===== src/rtl/sw_rst_gen.sv =====
// sw_rst_gen: keyed software / PLL-lock-loss reset pulse generator.
// Runs on the APB clock and drives the i_sw_rst input of clk_n_rst with a
// stretched pulse followed by a holdoff window during which new requests
// are refused. Also reports busy status, a saturating issue count and the
// cause of the most recent reset. Every output comes straight from a flop.
module sw_rst_gen #(
  parameter int          PULSE_CYCLES   = 64,
  parameter int          HOLDOFF_CYCLES = 256,
  parameter logic [31:0] RST_KEY        = 32'h5253_5431
) (
  input  logic        i_clk,
  input  logic        i_rst,
  input  logic        i_req_valid,
  input  logic [31:0] i_req_key,
  input  logic        i_lock,
  input  logic        i_lock_rst_en,
  output logic        o_req_ack,
  output logic        o_req_err,
  output logic        o_sw_rst,
  output logic        o_busy,
  output logic [7:0]  o_rst_cnt,
  output logic [1:0]  o_last_cause
);

  // One down-counter serves both the pulse and the holdoff phase, so it is
  // sized for whichever of the two is longer.
  localparam int MAX_CYCLES = (PULSE_CYCLES > HOLDOFF_CYCLES) ? PULSE_CYCLES : HOLDOFF_CYCLES;
  localparam int CNT_W      = $clog2(MAX_CYCLES + 1);

  localparam logic [CNT_W-1:0] CNT_ONE     = CNT_W'(1);
  localparam logic [CNT_W-1:0] PULSE_LOAD  = CNT_W'(PULSE_CYCLES - 1);
  localparam bit               HAS_HOLDOFF = (HOLDOFF_CYCLES > 0);
  localparam logic [CNT_W-1:0] HOLD_LOAD   = HAS_HOLDOFF ? CNT_W'(HOLDOFF_CYCLES - 1) : '0;

  localparam logic [7:0] CNT_SAT = 8'hFF;

  typedef enum logic [1:0] {
    ST_IDLE    = 2'd0,
    ST_ASSERT  = 2'd1,
    ST_HOLDOFF = 2'd2
  } state_t;

  state_t           state;
  state_t           state_next;
  logic [CNT_W-1:0] cnt;
  logic [CNT_W-1:0] cnt_next;
  logic             lock_q;

  logic             is_idle;
  logic             key_ok;
  logic             sw_trig;
  logic             lock_trig;
  logic             any_trig;

  logic             sw_rst_next;
  logic             busy_next;
  logic             req_ack_next;
  logic             req_err_next;
  logic [7:0]       rst_cnt_next;
  logic [1:0]       last_cause_next;

  // Triggers are only honoured in IDLE; a lock drop seen while busy is
  // simply dropped rather than queued up for later.
  assign is_idle   = (state == ST_IDLE);
  assign key_ok    = (i_req_key == RST_KEY);
  assign sw_trig   = i_req_valid && key_ok && is_idle;
  assign lock_trig = lock_q && !i_lock && i_lock_rst_en && is_idle;
  assign any_trig  = sw_trig || lock_trig;

  // Previous lock level for falling-edge detection; cleared on reset so a
  // lock loss only counts after lock has been seen high again.
  always_ff @(posedge i_clk) begin
    if (i_rst) begin
      lock_q <= 1'b0;
    end else begin
      lock_q <= i_lock;
    end
  end

  // State register and shared phase counter.
  always_ff @(posedge i_clk) begin
    if (i_rst) begin
      state <= ST_IDLE;
      cnt   <= '0;
    end else begin
      state <= state_next;
      cnt   <= cnt_next;
    end
  end

  // Next-state logic: IDLE -> ASSERT on a trigger, ASSERT -> HOLDOFF (or
  // straight back to IDLE when there is no holdoff), HOLDOFF -> IDLE.
  always_comb begin
    state_next = state;
    cnt_next   = cnt;
    unique case (state)
      ST_IDLE: begin
        if (any_trig) begin
          state_next = ST_ASSERT;
          cnt_next   = PULSE_LOAD;
        end
      end
      ST_ASSERT: begin
        if (cnt == '0) begin
          if (HAS_HOLDOFF) begin
            state_next = ST_HOLDOFF;
            cnt_next   = HOLD_LOAD;
          end else begin
            state_next = ST_IDLE;
            cnt_next   = '0;
          end
        end else begin
          cnt_next = cnt - CNT_ONE;
        end
      end
      ST_HOLDOFF: begin
        if (cnt == '0) begin
          state_next = ST_IDLE;
        end else begin
          cnt_next = cnt - CNT_ONE;
        end
      end
      default: begin
        state_next = ST_IDLE;
        cnt_next   = '0;
      end
    endcase
  end

  // Output logic: computes the next value of every output flop from the
  // upcoming state and this cycle's triggers, so outputs stay registered.
  always_comb begin
    sw_rst_next     = (state_next == ST_ASSERT);
    busy_next       = (state_next != ST_IDLE);
    req_ack_next    = sw_trig;
    req_err_next    = i_req_valid && !sw_trig;
    rst_cnt_next    = o_rst_cnt;
    last_cause_next = o_last_cause;
    if (any_trig) begin
      last_cause_next = {lock_trig, sw_trig};
      if (o_rst_cnt != CNT_SAT) begin
        rst_cnt_next = o_rst_cnt + 8'd1;
      end
    end
  end

  // Output registers; reset aborts any pulse in progress immediately.
  always_ff @(posedge i_clk) begin
    if (i_rst) begin
      o_sw_rst     <= 1'b0;
      o_busy       <= 1'b0;
      o_req_ack    <= 1'b0;
      o_req_err    <= 1'b0;
      o_rst_cnt    <= 8'd0;
      o_last_cause <= 2'b00;
    end else begin
      o_sw_rst     <= sw_rst_next;
      o_busy       <= busy_next;
      o_req_ack    <= req_ack_next;
      o_req_err    <= req_err_next;
      o_rst_cnt    <= rst_cnt_next;
      o_last_cause <= last_cause_next;
    end
  end

`ifndef SYNTHESIS
  // The pulse always sits inside the busy window, and a request is never
  // both accepted and refused.
  a_pulse_within_busy: assert property (@(posedge i_clk) disable iff (i_rst) o_sw_rst |-> o_busy);
  a_ack_err_exclusive: assert property (@(posedge i_clk) disable iff (i_rst) !(o_req_ack && o_req_err));
`endif

endmodule


===== config.mk =====
export PLATFORM = sky130hd
export DESIGN_NAME = sw_rst_gen
export DESIGN_NICKNAME = d
export VERILOG_FILES = /design/src/rtl/sw_rst_gen.sv
export SDC_FILE = /design/constraint.sdc
export NUM_CORES = 1
export LEC_CHECK = 0
export ABC_CLOCK_PERIOD_IN_PS = 2570
export BUFFER_PORTS_ARGS = -buffer_cell sky130_fd_sc_hd__buf_2
export CAP_MARGIN = 30
export CORE_MARGIN = 8
export CORE_UTILIZATION = 45
export DETAILED_ROUTE_END_ITERATION = 8
export PLACE_DENSITY = 0.73
export SLEW_MARGIN = 10
export SYNTH_ARGS = -nofsm -noshare
export SYNTH_HDL_FRONTEND = slang
export SYNTH_SLANG_ARGS = --single-unit

===== constraint.sdc =====
create_clock -name i_clk -period 2.57 [get_ports i_clk]
set_clock_uncertainty 0.05 [all_clocks]
set_input_delay 0 -clock i_clk [delete_from_list [all_inputs] [get_ports i_clk]]
set_output_delay 0 -clock i_clk [all_outputs]
set_load 0.02 [all_outputs]

==> results of run 1 <==
-- final cells by class --
class	count	area, um2	share of cell area
multi-input cells	135	906	0.481
flip-flops and latches	26	520	0.276
repair buffers	59	323	0.171
well taps	46	57.6	0.0305
inverters	11	41.3	0.0219
clock buffers	4	36.3	0.0193
-- layer usage --
metal	share of wire	track usage	vias to the layer above
met5	0	0	-
met4	0.0095	0.0576	0
met3	0.073	0.0300	2
met2	0.43	0.221	58
met1	0.49	0.212	713
li1	-	-	798
-- cells by family (layout without fill, tap and decap cells) --
family          count (synthesis)  count (layout)  synth area share
compound gates                 52              52             0.248
simple gates                   77              77             0.307
flops                          26              26             0.346
mux                             3               3            0.0216
buf+inv                        19              74            0.0532
fa+ha+maj                       3               3            0.0249
-- synthesized netlist by cell type (all sizes together) (2+ instances only) --
cell type | count | area, um2
a221oi | 2 | 17.5
nor2 | 10 | 37.5
mux2 | 2 | 22.5
or3 | 3 | 18.8
nand2 | 19 | 71.3
o211ai | 2 | 15.0
o32ai | 2 | 17.5
nor4bb | 2 | 20.0
or4b | 2 | 23.8
a311oi | 2 | 17.5
a211oi | 4 | 30.0
a21o | 2 | 16.3
nor3 | 7 | 35.0
a2111oi | 2 | 23.8
buf | 2 | 16.3
a21oi | 12 | 63.8
dfxtp | 26 | 521
nand3 | 8 | 45.0
o21ai | 7 | 35.0
nor4 | 3 | 33.8
clkbuf | 6 | 22.5
ha | 3 | 37.5
nand2b | 2 | 12.5
o22ai | 2 | 12.5
nor2b | 3 | 18.8
a32oi | 2 | 17.5
or4 | 2 | 15.0
inv | 11 | 41.3
and3 | 5 | 32.5
nor4b | 2 | 17.5
a31oi | 5 | 31.3
-- report_power, final --
| group | total, mW | internal [mW] | leakage (nW) | switching [mW] |
|---|---|---|---|---|
| Combinational | 0.208 | 0.0950 | 0.563 | 0.113 |
| Clock | 0.211 | 0.0866 | 0.0210 | 0.125 |
| Sequential | 0.434 | 0.419 | 0.211 | 0.0156 |
-- worst max path at each step --
| stage | startpoint | to | cells after the start |
|---|---|---|---|
| finish | state[0] | o_rst_cnt[5] | 4 |
| global route | state[0] | o_rst_cnt[5] | 4 |
| CTS | state[0] | o_rst_cnt[5] | 4 |
| detailed placement | state[0] | o_rst_cnt[5] | 4 |
| global placement | state[0] | o_rst_cnt[5] | 4 |
| floorplan | o_rst_cnt[0] | o_rst_cnt[3] | 7 |
-- repair_timing --
| item | in CTS | in global routing |
|---|---|---|
| hold endpoints to repair | 2 | 0 |
| hold buffers | 2 | 0 |
| buffers inserted | 0 | 0 |
-- state kept, by name, indices dropped and copies added, names as in the netlist --
signal / cells
cnt: 9
o_rst_cnt: 8
o_last_cause: 2
state: 2
lock_q: 1
o_busy: 1
o_req_ack: 1
o_req_err: 1
o_sw_rst: 1
==> qor.json, run 1 <==
{
  "floorplanning": {
    "floorplan.die.width_um": 73.9,
    "die-area_um2": 5460,
    "effective_utilization_at_floorplan": 0.459,
    "number_of_top_level_pins": 51,
    "core-area_um2": 3280,
    "number_of_placement_rows": 21,
    "die_height_um": 73.9
  },
  "critical_path": {
    "worst_path_buf_inv": 0,
    "timing.critical_path.max_delay_family": "simple AND/OR/NAND/NOR gates",
    "r2r-end": "o_rst_cnt[5]",
    "r2r_slack_ns": 0.32,
    "regToRegStartpoint": "state[0]",
    "timing.critical_path.to_type": "flip-flop",
    "path_cells": "or2_2, or3_1, a2111oi_2, mux2_2",
    "crit_path_start_kind": "flip-flop",
    "cp_max_fo": 11,
    "critPathRequiredTime_ns": 2.75,
    "worst_r2r_path_depth": 4,
    "cpPeakStageDelay_ns": 0.53,
    "cp_data_arrival_time_ns": 2.44,
    "worstSetupPathType": "flip-flop to flip-flop",
    "slowest_stage": "sky130_fd_sc_hd__or3_1"
  },
  "timing": {
    "max_clock_freq_mhz": 444,
    "min_clock_period_post_route_ns": 2.25,
    "slew_violations": 0,
    "worst_slew_margin_rel": 0.728,
    "setup_repair_after_global_routing_missed_its_margin": "no",
    "tightestPinTransition_ns": 0.409,
    "finalSetupViolations": 0,
    "fin_hold_ws_ns": 0.0242,
    "fin_setup_tns_ns": 0,
    "timing_hold_violations_final": 0,
    "fin_ws_ns": 0.315,
    "period_share": 0.877
  },
  "logic_synthesis": {
    "yosys_register_bits": 26,
    "synth_cells": 180,
    "synth.yosys.warnings": 0,
    "synth_enable_flop_cells": 0,
    "postSynthAreaPerCell_um2": 8.37,
    "syn_area_um2": 1510,
    "ys.flop_type": "sky130_fd_sc_hd__dfxtp_1",
    "asyncSetResetFlopFracSynth": 0,
    "seq_area_frac_synth": 0.346,
    "synth_nets": 220,
    "netlist-cell-type-count": 57
  },
  "cells_and_area": {
    "layout.cell_area.non_filler_um2": 1880,
    "area_growth_syn_to_layout_pct": 25.1,
    "final_core_util": 0.574,
    "layout.cells.most_common_list": "sky130_fd_sc_hd__buf_2 (50), sky130_fd_sc_hd__dfxtp_1 (26), sky130_fd_sc_hd__nand2_1 (19)",
    "final_cell_count_no_fill": 281,
    "num-nets-final": 276,
    "layout.cells.most_common": "sky130_fd_sc_hd__buf_2",
    "antenna-diode-count": 0,
    "final_layout_size_suffix_gt1_frac": 0.315,
    "final_layout_fill_cell_count": 320
  },
  "placement": {
    "placement.io_buffers": 50,
    "placed_cells_incl_taps": 275,
    "hpwl_um": 3150,
    "placement.setup.worst_slack_ns": 0.346,
    "finalWeightedCongestion": 0.841,
    "detailed_place.area_um2": 1830
  },
  "global_route": {
    "gr-usage-all-layers": 0.152,
    "via_count_of_the_first_global_routing_pass": 1488,
    "grt_start_max_net_pins": 23,
    "grt_first_pass_wirelength_um": 6570,
    "grt_overflow_total": 0,
    "antenna_violations_before_repair": 0
  },
  "routing": {
    "ant_nets": 0,
    "finalWirelength_um": 3980,
    "detailedRoute.firstPassIterationCount": 6,
    "dr_total_vias": 1571,
    "via_per_inst": 5.59,
    "initialDrtViolationCount": 136,
    "wl_per_cell_um": 14.2,
    "remaining_drc_errors": 0
  },
  "power_and_ir_drop": {
    "cellLeakagePower_nw": 0.795,
    "power_density_over_the_cells_nw_per_um2": 453,
    "ir_worst_vdd_mv": 0.184,
    "total_power_consumption_of_the_routed_design_mw": 0.854
  },
  "outcome": {
    "outcome": "complete, no violations"
  },
  "clocking": {
    "ctsLongestPathBuffers": 2,
    "cts_made_buffers": 3,
    "cts.htree.levels": 1,
    "clockRootBuffer": "sky130_fd_sc_hd__clkbuf_4",
    "cts_sinks": 26,
    "cts_tree": "built",
    "clk_pin_slew_ns": 0.15,
    "clk-insertion-delay-late_ns": 0.32,
    "cts_resized": 0
  },
  "worst_hold_path": {
    "min_from": "i_rst",
    "timing.hold.worst_endpoint": "o_last_cause[1]",
    "hold_path_class": "input port to flip-flop",
    "hold-path-cell-count": 2
  },
  "run": {
    "maxCapViolCount": 0
  }
}
Power figures use the tool's default switching activity.
==> run 2, diff against run 1 <==
--- a/config.mk
+++ b/config.mk
@@ -11,6 +11,7 @@
 export CORE_MARGIN = 8
 export CORE_UTILIZATION = 45
 export DETAILED_ROUTE_END_ITERATION = 8
+export HOLD_SLACK_MARGIN = 0.15
 export PLACE_DENSITY = 0.73
 export SLEW_MARGIN = 10
 export SYNTH_ARGS = -nofsm -noshare
==> run 2 against run 1 <==
Sequential power is essentially flat; via count grew 1.2%; combinational power is essentially flat; wire length grew 1.3%; core utilization grew 0.61 points; register-to-register slack is essentially flat; count of clock-buffer cells in the layout is the same; sequential cell count is the same; non-clock buffer count grew 2; first-iteration DRC count shrank 15%; fmax grew 0.12%; critical path depth is the same.
==> qor.json, run 2 (synthesis results as in run 1) <==
{
  "floorplanning": {
    "floorplan.die.width": {"value": 73.9, "unit": "um", "change": "unchanged"},
    "core-area": {"value": 3280, "unit": "um2", "change": "unchanged"},
    "die-area": {"value": 5460, "unit": "um2", "change": "unchanged"},
    "number_of_placement_rows": {"value": 21, "change": "unchanged"},
    "number_of_top_level_pins": {"value": 51, "change": "unchanged"},
    "die_height": {"value": 73.9, "unit": "um", "change": "unchanged"},
    "effective_utilization_at_floorplan": {"value": 0.459, "change": "unchanged"}
  },
  "global_route": {
    "gr-usage-met2": {"value": 0.225, "change": "+0.00394"},
    "gr-usage-met3": {"value": 0.0300, "change": "unchanged"},
    "gr-usage-all-layers": {"value": 0.153, "change": "+0.00112"},
    "via_count_of_the_first_global_routing_pass": {"value": 1494, "change": "+0.40%"},
    "grt_first_pass_wirelength": {"value": 6600, "unit": "um", "change": "+0.53%"},
    "busiest_layer": "met2",
    "grt_overflow_total": {"value": 0, "change": "unchanged"},
    "grt_start_max_net_pins": {"value": 23, "change": "unchanged"},
    "antenna_violations_before_repair": {"value": 0, "change": "unchanged"},
    "grt_util_met1": {"value": 0.212, "change": "unchanged"}
  },
  "cells_and_area": {
    "final_layout_fill_cell_count": {"value": 317, "change": "-0.94%"},
    "largest_register_ffs": {"value": 9, "change": "unchanged"},
    "area_growth_syn_to_layout_pct": 26.4,
    "layout.cell_area.non_filler": {"value": 1900, "unit": "um2", "change": "+1.1%"},
    "seq_cell_area": {"value": 520, "unit": "um2", "change": "unchanged"},
    "layout.cells.most_common_list": "sky130_fd_sc_hd__buf_2 (50), sky130_fd_sc_hd__dfxtp_1 (26), sky130_fd_sc_hd__nand2_1 (19)",
    "final_layout_size_suffix_gt1_frac": {"value": 0.312, "change": "-0.00266"},
    "final_cell_count_no_fill": {"value": 283, "change": "+0.71%"},
    "multiInputGateArea": {"value": 906, "unit": "um2", "change": "unchanged"},
    "largest_registers": "cnt: 9 flops, o_rst_cnt: 8 flops",
    "layout.cells.most_common": "sky130_fd_sc_hd__buf_2",
    "antenna-diode-count": {"value": 0, "change": "unchanged"},
    "largest-register": "cnt",
    "num-nets-final": {"value": 278, "change": "+0.72%"}
  },
  "critical_path": {
    "slowest_stage": "sky130_fd_sc_hd__or3_1",
    "regToRegStartpoint": "state[0]",
    "r2r-end": "o_rst_cnt[5]",
    "worst_r2r_path_depth": {"value": 4, "change": "unchanged"},
    "cp_data_arrival_time": {"value": 2.43, "unit": "ns", "change": "about the same"},
    "crit_path_start_kind": "flip-flop",
    "timing.critical_path.to_type": "flip-flop",
    "timing.critical_path.max_delay_family": "simple AND/OR/NAND/NOR gates",
    "worstSetupPathType": "flip-flop to flip-flop",
    "cpPeakStageDelay": {"value": 0.53, "unit": "ns", "change": "about the same"},
    "cp_max_fo": {"value": 11, "change": "unchanged"},
    "path_cells": "or2_2, or3_1, a2111oi_2, mux2_2",
    "worst_path_buf_inv": {"value": 0, "change": "unchanged"},
    "r2r_slack": {"value": 0.32, "unit": "ns", "change": "about the same"},
    "critPathRequiredTime": {"value": 2.75, "unit": "ns", "change": "about the same"}
  },
  "worst_hold_path": {
    "min_from": "i_req_key[11]",
    "timing.hold.worst_endpoint": "cnt[1]",
    "hold_path_class": "input port to flip-flop",
    "hold-path-cell-count": {"value": 6, "change": "+4"}
  },
  "placement": {
    "hpwl": {"value": 3150, "unit": "um", "change": "unchanged"},
    "placed_cells_incl_taps": {"value": 275, "change": "unchanged"},
    "detailed_place.area": {"value": 1830, "unit": "um2", "change": "unchanged"},
    "placement.setup.worst_slack": {"value": 0.346, "unit": "ns", "change": "unchanged"},
    "placement.io_buffers": {"value": 50, "change": "unchanged"},
    "finalWeightedCongestion": {"value": 0.841, "change": "unchanged"}
  },
  "timing": {
    "timing_hold_violations_final": {"value": 0, "change": "unchanged"},
    "max_clock_freq": {"value": 444, "unit": "MHz", "change": "+0.12%"},
    "slew_violations": {"value": 0, "change": "unchanged"},
    "setup_repair_after_global_routing_missed_its_margin": "no",
    "period_share": {"value": 0.876, "change": "-0.00106"},
    "worst_slew_margin_rel": {"value": 0.726, "change": "-0.00152"},
    "tightestPinTransition": {"value": 0.411, "unit": "ns", "change": "+0.00227 ns"},
    "fin_setup_tns": {"value": 0, "unit": "ns", "change": "unchanged"},
    "fin_ws": {"value": 0.318, "unit": "ns", "change": "+0.00272 ns"},
    "min_clock_period_post_route": {"value": 2.25, "unit": "ns", "change": "-0.00272 ns"},
    "fin_hold_ws": {"value": 0.157, "unit": "ns", "change": "+0.133 ns"},
    "finalSetupViolations": {"value": 0, "change": "unchanged"}
  },
  "outcome": {
    "outcome": "complete, no violations"
  },
  "power_and_ir_drop": {
    "ir_worst_vdd": {"value": 0.184, "unit": "mV", "change": "+0.14%"},
    "cellLeakagePower": {"value": 0.805, "unit": "nW", "change": "+1.2%"},
    "power_density_over_the_cells": {"value": 450, "unit": "nW/um2", "change": "-0.75%"}
  },
  "clocking": {
    "clk-insertion-delay-late": {"value": 0.32, "unit": "ns", "change": "about the same"},
    "cts_made_buffers": {"value": 3, "change": "unchanged"},
    "cts_tree": "built",
    "clockRootBuffer": "sky130_fd_sc_hd__clkbuf_4",
    "ctsLongestPathBuffers": {"value": 2, "change": "unchanged"},
    "cts.htree.levels": {"value": 1, "change": "unchanged"},
    "clk_pin_slew": {"value": 0.15, "unit": "ns", "change": "about the same"},
    "cts_sinks": {"value": 26, "change": "unchanged"},
    "cts_resized": {"value": 0, "change": "unchanged"}
  },
  "routing": {
    "dr_total_vias": {"value": 1590, "change": "+1.2%"},
    "wl_per_cell": {"value": 14.3, "unit": "um", "change": "+0.59%"},
    "remaining_drc_errors": {"value": 0, "change": "unchanged"},
    "ant_nets": {"value": 0, "change": "unchanged"},
    "initialDrtViolationCount": {"value": 115, "change": "-15%"},
    "detailedRoute.firstPassIterationCount": {"value": 5, "change": "-1"},
    "finalWirelength": {"value": 4030, "unit": "um", "change": "+1.3%"},
    "via_per_inst": {"value": 5.62, "change": "+0.49%"}
  },
  "run": {
    "maxCapViolCount": {"value": 0, "change": "unchanged"}
  }
}
## run 2: cell count changes in the layout (fill, tap and decap cells not counted)
cell / before / now
sky130_fd_sc_hd__dlygate4sd3_1: 2 / 4
## run 2: worst min-delay path, cell delays in order
cell	delay, ns
sky130_fd_sc_hd__buf_2	0.08
sky130_fd_sc_hd__or4b_4	0.12
sky130_fd_sc_hd__nor4_4	0.04
sky130_fd_sc_hd__nand2_1	0.07
sky130_fd_sc_hd__a21oi_1	0.08
sky130_fd_sc_hd__mux2i_1	0.11
## run 2: worst max-delay path by stage
stage,from,end,slack (ns),cells after the start
5_1_grt,state[0],o_rst_cnt[5],0.21,4
3_5_place_dp,state[0],o_rst_cnt[5],0.35,4
6_report,state[0],o_rst_cnt[5],0.32,4
4_1_cts,state[0],o_rst_cnt[5],0.31,4
3_3_place_gp,state[0],o_rst_cnt[5],0.37,4
2_1_floorplan,o_rst_cnt[0],o_rst_cnt[3],0.49,7
## run 2: power breakdown
part           total (mW)  internal, mW  switching (mW)
sequential          0.435         0.419          0.0158
combinational       0.210        0.0970           0.113
clock               0.211        0.0866           0.125
## run 2: repair_timing
| item | in CTS | in global routing |
|---|---|---|
| endpoints found under the setup margin | 0 | 0 |
| hold buffers | 4 | 0 |
| buffers inserted | 0 | 0 |
| endpoints found under the hold margin | 15 | 0 |
## run 2: cell type report
cell class	instances	area share
clock buffer	4	0.0191
inverter	11	0.0217
multi-input combinational	135	0.476
sequential	26	0.273
tap	46	0.0302
timing repair buffer	61	0.180
## run 2: through the flow
step	total power, mW	utilization
floorplan	0.564	-
global placement	0.647	0.557
detailed placement	0.647	0.557
CTS	0.863	0.580
global route	0.908	0.580
finish	0.856	0.580
## run 2: metal layers
layer,routed length (um),vias up
li1,-,803
met1,1980,723
met2,1730,62
met3,285,2
met4,38,0
met5,0,-
==> run 3, diff against run 2 <==
--- a/config.mk
+++ b/config.mk
@@ -13,7 +13,8 @@
 export DETAILED_ROUTE_END_ITERATION = 8
 export HOLD_SLACK_MARGIN = 0.15
 export PLACE_DENSITY = 0.73
-export SLEW_MARGIN = 10
+export REMOVE_ABC_BUFFERS = 1
+export SLEW_MARGIN = 20
 export SYNTH_ARGS = -nofsm -noshare
 export SYNTH_HDL_FRONTEND = slang
 export SYNTH_SLANG_ARGS = --single-unit
==> run 3 against run 2 <==
Critical path depth did not move; worst hold slack lost 0.011 ns; largest cell class unchanged; combinational power increased by 4%; critical path type unchanged; sequential cell count unchanged; non-clock buffer count decreased by 1; via count rose by 2.6%; die area did not move; worst setup slack got worse by 0.023 ns.
==> qor.json, run 3 (synthesis results as in run 1) <==
{
  "placement": {
    "placed_cells_incl_taps": {"value": 274, "change": "-0.36%"},
    "placement.io_buffers": {"value": 50, "change": "unchanged"},
    "finalWeightedCongestion": {"value": 0.843, "change": "+0.33%"},
    "hpwl": {"value": 3260, "unit": "um", "change": "+3.6%"}
  },
  "worst_hold_path": {
    "timing.hold.worst_endpoint": "cnt[1]",
    "hold-path-cell-count": {"value": 6, "change": "unchanged"},
    "min_from": "i_req_key[8]",
    "hold_path_class": "input port to flip-flop"
  },
  "timing": {
    "fin_setup_tns": {"value": 0, "unit": "ns", "change": "unchanged"},
    "tightestPinTransition": {"value": 0.539, "unit": "ns", "change": "+0.128 ns"},
    "max_clock_freq": {"value": 440, "unit": "MHz", "change": "-1.0%"},
    "period_share": {"value": 0.885, "change": "+0.00898"},
    "timing_hold_violations_final": {"value": 0, "change": "unchanged"},
    "min_clock_period_post_route": {"value": 2.28, "unit": "ns", "change": "+0.0231 ns"},
    "finalSetupViolations": {"value": 0, "change": "unchanged"},
    "slew_violations": {"value": 0, "change": "unchanged"},
    "setup_repair_after_global_routing_missed_its_margin": "no",
    "worst_slew_margin_rel": {"value": 0.640, "change": "-0.0865"}
  },
  "clocking": {
    "cts_made_buffers": {"value": 3, "change": "unchanged"},
    "cts-hold-fix-buffers": {"value": 4, "change": "unchanged"},
    "clk-insertion-delay-late": {"value": 0.33, "unit": "ns", "change": "about the same"},
    "cts_resized": {"value": 0, "change": "unchanged"},
    "ctsLongestPathBuffers": {"value": 2, "change": "unchanged"},
    "clockRootBuffer": "sky130_fd_sc_hd__clkbuf_4",
    "cts_sinks": {"value": 26, "change": "unchanged"},
    "clk_pin_slew": {"value": 0.16, "unit": "ns", "change": "about the same"},
    "postCtsSetupBuffers": {"value": 0, "change": "unchanged"},
    "cts_tree": "built",
    "cts.htree.levels": {"value": 1, "change": "unchanged"}
  },
  "cells_and_area": {
    "antenna-diode-count": {"value": 0, "change": "unchanged"},
    "layout.cells.most_common_list": "sky130_fd_sc_hd__buf_2 (50), sky130_fd_sc_hd__dfxtp_1 (26), sky130_fd_sc_hd__nand2_1 (19)",
    "largest-register": "cnt",
    "largest_register_ffs": {"value": 9, "change": "unchanged"},
    "final_cell_count_no_fill": {"value": 282, "change": "-0.35%"},
    "final_core_util": {"value": 0.582, "change": "+0.00267"},
    "final_layout_size_suffix_gt1_frac": {"value": 0.309, "change": "-0.00291"},
    "layout.cells.most_common": "sky130_fd_sc_hd__buf_2",
    "area_growth_syn_to_layout_pct": 27.0,
    "num-nets-final": {"value": 277, "change": "-0.36%"},
    "largest_registers": "cnt: 9 flops, o_rst_cnt: 8 flops"
  },
  "global_route": {
    "gr-usage-all-layers": {"value": 0.162, "change": "+0.00839"},
    "via_count_of_the_first_global_routing_pass": {"value": 1579, "change": "+5.7%"},
    "antenna_violations_before_repair": {"value": 0, "change": "unchanged"},
    "grt_overflow_total": {"value": 0, "change": "unchanged"},
    "grt_start_max_net_pins": {"value": 23, "change": "unchanged"},
    "grt_first_pass_wirelength": {"value": 7090, "unit": "um", "change": "+7.3%"}
  },
  "outcome": {
    "outcome": "complete, no violations"
  },
  "routing": {
    "initialDrtViolationCount": {"value": 252, "change": "+120%"},
    "wl_per_cell": {"value": 14.8, "unit": "um", "change": "+4.0%"},
    "ant_nets": {"value": 0, "change": "unchanged"},
    "detailedRoute.firstPassIterationCount": {"value": 4, "change": "-1"},
    "finalWirelength": {"value": 4180, "unit": "um", "change": "+3.6%"},
    "via_per_inst": {"value": 5.79, "change": "+3.0%"},
    "remaining_drc_errors": {"value": 0, "change": "unchanged"},
    "dr_total_vias": {"value": 1632, "change": "+2.6%"}
  },
  "floorplanning": {
    "effective_utilization_at_floorplan": {"value": 0.459, "change": "unchanged"},
    "floorplan.die.width": {"value": 73.9, "unit": "um", "change": "unchanged"},
    "number_of_top_level_pins": {"value": 51, "change": "unchanged"},
    "number_of_placement_rows": {"value": 21, "change": "unchanged"},
    "die_height": {"value": 73.9, "unit": "um", "change": "unchanged"},
    "die-area": {"value": 5460, "unit": "um2", "change": "unchanged"},
    "core-area": {"value": 3280, "unit": "um2", "change": "unchanged"}
  },
  "critical_path": {
    "r2r-end": "o_rst_cnt[5]",
    "critPathRequiredTime": {"value": 2.76, "unit": "ns", "change": "about the same"},
    "path_cells": "or2_2, or3_1, a2111oi_2, mux2_2",
    "timing.critical_path.max_delay_family": "simple AND/OR/NAND/NOR gates",
    "worst_path_buf_inv": {"value": 0, "change": "unchanged"},
    "slowest_stage": "sky130_fd_sc_hd__or3_1",
    "worst_r2r_path_depth": {"value": 4, "change": "unchanged"},
    "cp_max_fo": {"value": 11, "change": "unchanged"},
    "cp_data_arrival_time": {"value": 2.47, "unit": "ns", "change": "+0.04 ns"},
    "regToRegStartpoint": "state[0]",
    "crit_path_start_kind": "flip-flop",
    "r2r_slack": {"value": 0.29, "unit": "ns", "change": "-0.02 ns"},
    "timing.critical_path.to_type": "flip-flop",
    "worstSetupPathType": "flip-flop to flip-flop",
    "cpPeakStageDelay": {"value": 0.53, "unit": "ns", "change": "about the same"}
  },
  "run": {
    "maxCapViolCount": {"value": 0, "change": "unchanged"}
  },
  "power_and_ir_drop": {
    "cellLeakagePower": {"value": 0.807, "unit": "nW", "change": "+0.34%"},
    "ir_worst_vdd": {"value": 0.188, "unit": "mV", "change": "+2.3%"},
    "power_density_over_the_cells": {"value": 493, "unit": "nW/um2", "change": "+9.7%"},
    "total_power_consumption_of_the_routed_design": {"value": 0.944, "unit": "mW", "change": "+10%"}
  }
}
run 3: changes by cell type in the layout (fill, tap and decap cells not counted):
cell,previous run,this run
sky130_fd_sc_hd__clkbuf_8,1,0
sky130_fd_sc_hd__bufinv_16,0,1
sky130_fd_sc_hd__buf_4,7,6
run 3: stage by stage:
step                      cell area [um2]  hold WS [ns]  setup WS [ns]
after floorplan                      1470        0.0124          0.383
after global placement               1820         0.206          0.369
after detailed placement             1820         0.229          0.321
after CTS                            1910         0.152          0.310
after global routing                 1910         0.171          0.159
final                                1910         0.146          0.295
run 3: worst min-delay path, cell delays in order:
cell and delay, ns:
sky130_fd_sc_hd__buf_2 0.07, sky130_fd_sc_hd__or4b_4 0.12, sky130_fd_sc_hd__nor4_4 0.04, sky130_fd_sc_hd__nand2_1 0.07
sky130_fd_sc_hd__a21oi_1 0.08, sky130_fd_sc_hd__mux2i_1 0.11
run 3: how the worst max path moves through the flow:
| stage | startpoint | endpoint | slack (ns) | cells past startpoint |
|---|---|---|---|---|
| 3_3_place_gp | state[0] | o_rst_cnt[5] | 0.37 | 4 |
| 5_1_grt | state[0] | o_rst_cnt[6] | 0.16 | 6 |
| 4_1_cts | state[0] | o_rst_cnt[5] | 0.31 | 4 |
| 3_5_place_dp | state[0] | o_rst_cnt[5] | 0.32 | 4 |
| 2_1_floorplan | state[1] | o_rst_cnt[5] | 0.38 | 5 |
| 6_report | state[0] | o_rst_cnt[5] | 0.29 | 4 |
run 3: layout make-up:
class	count	area, um2
tap	46	57.6
multi-input combinational	135	906
inverter	11	41.3
clock inverter	1	30.0
fill	305	1370
sequential	26	520
clock buffer	3	22.5
timing repair buffer	60	335
run 3: power by group:
part / internal, mW / switching (mW) / total (mW) / leakage [nW]
clock: 0.158 / 0.134 / 0.292 / 0.0279
combinational: 0.0968 / 0.121 / 0.218 / 0.568
sequential: 0.419 / 0.0157 / 0.435 / 0.211
run 3: layer usage:
metal	GRT usage	wire [um]
met3	0.0355	366
met4	0.0488	35
met1	0.211	1930
met5	0	0
met2	0.255	1850
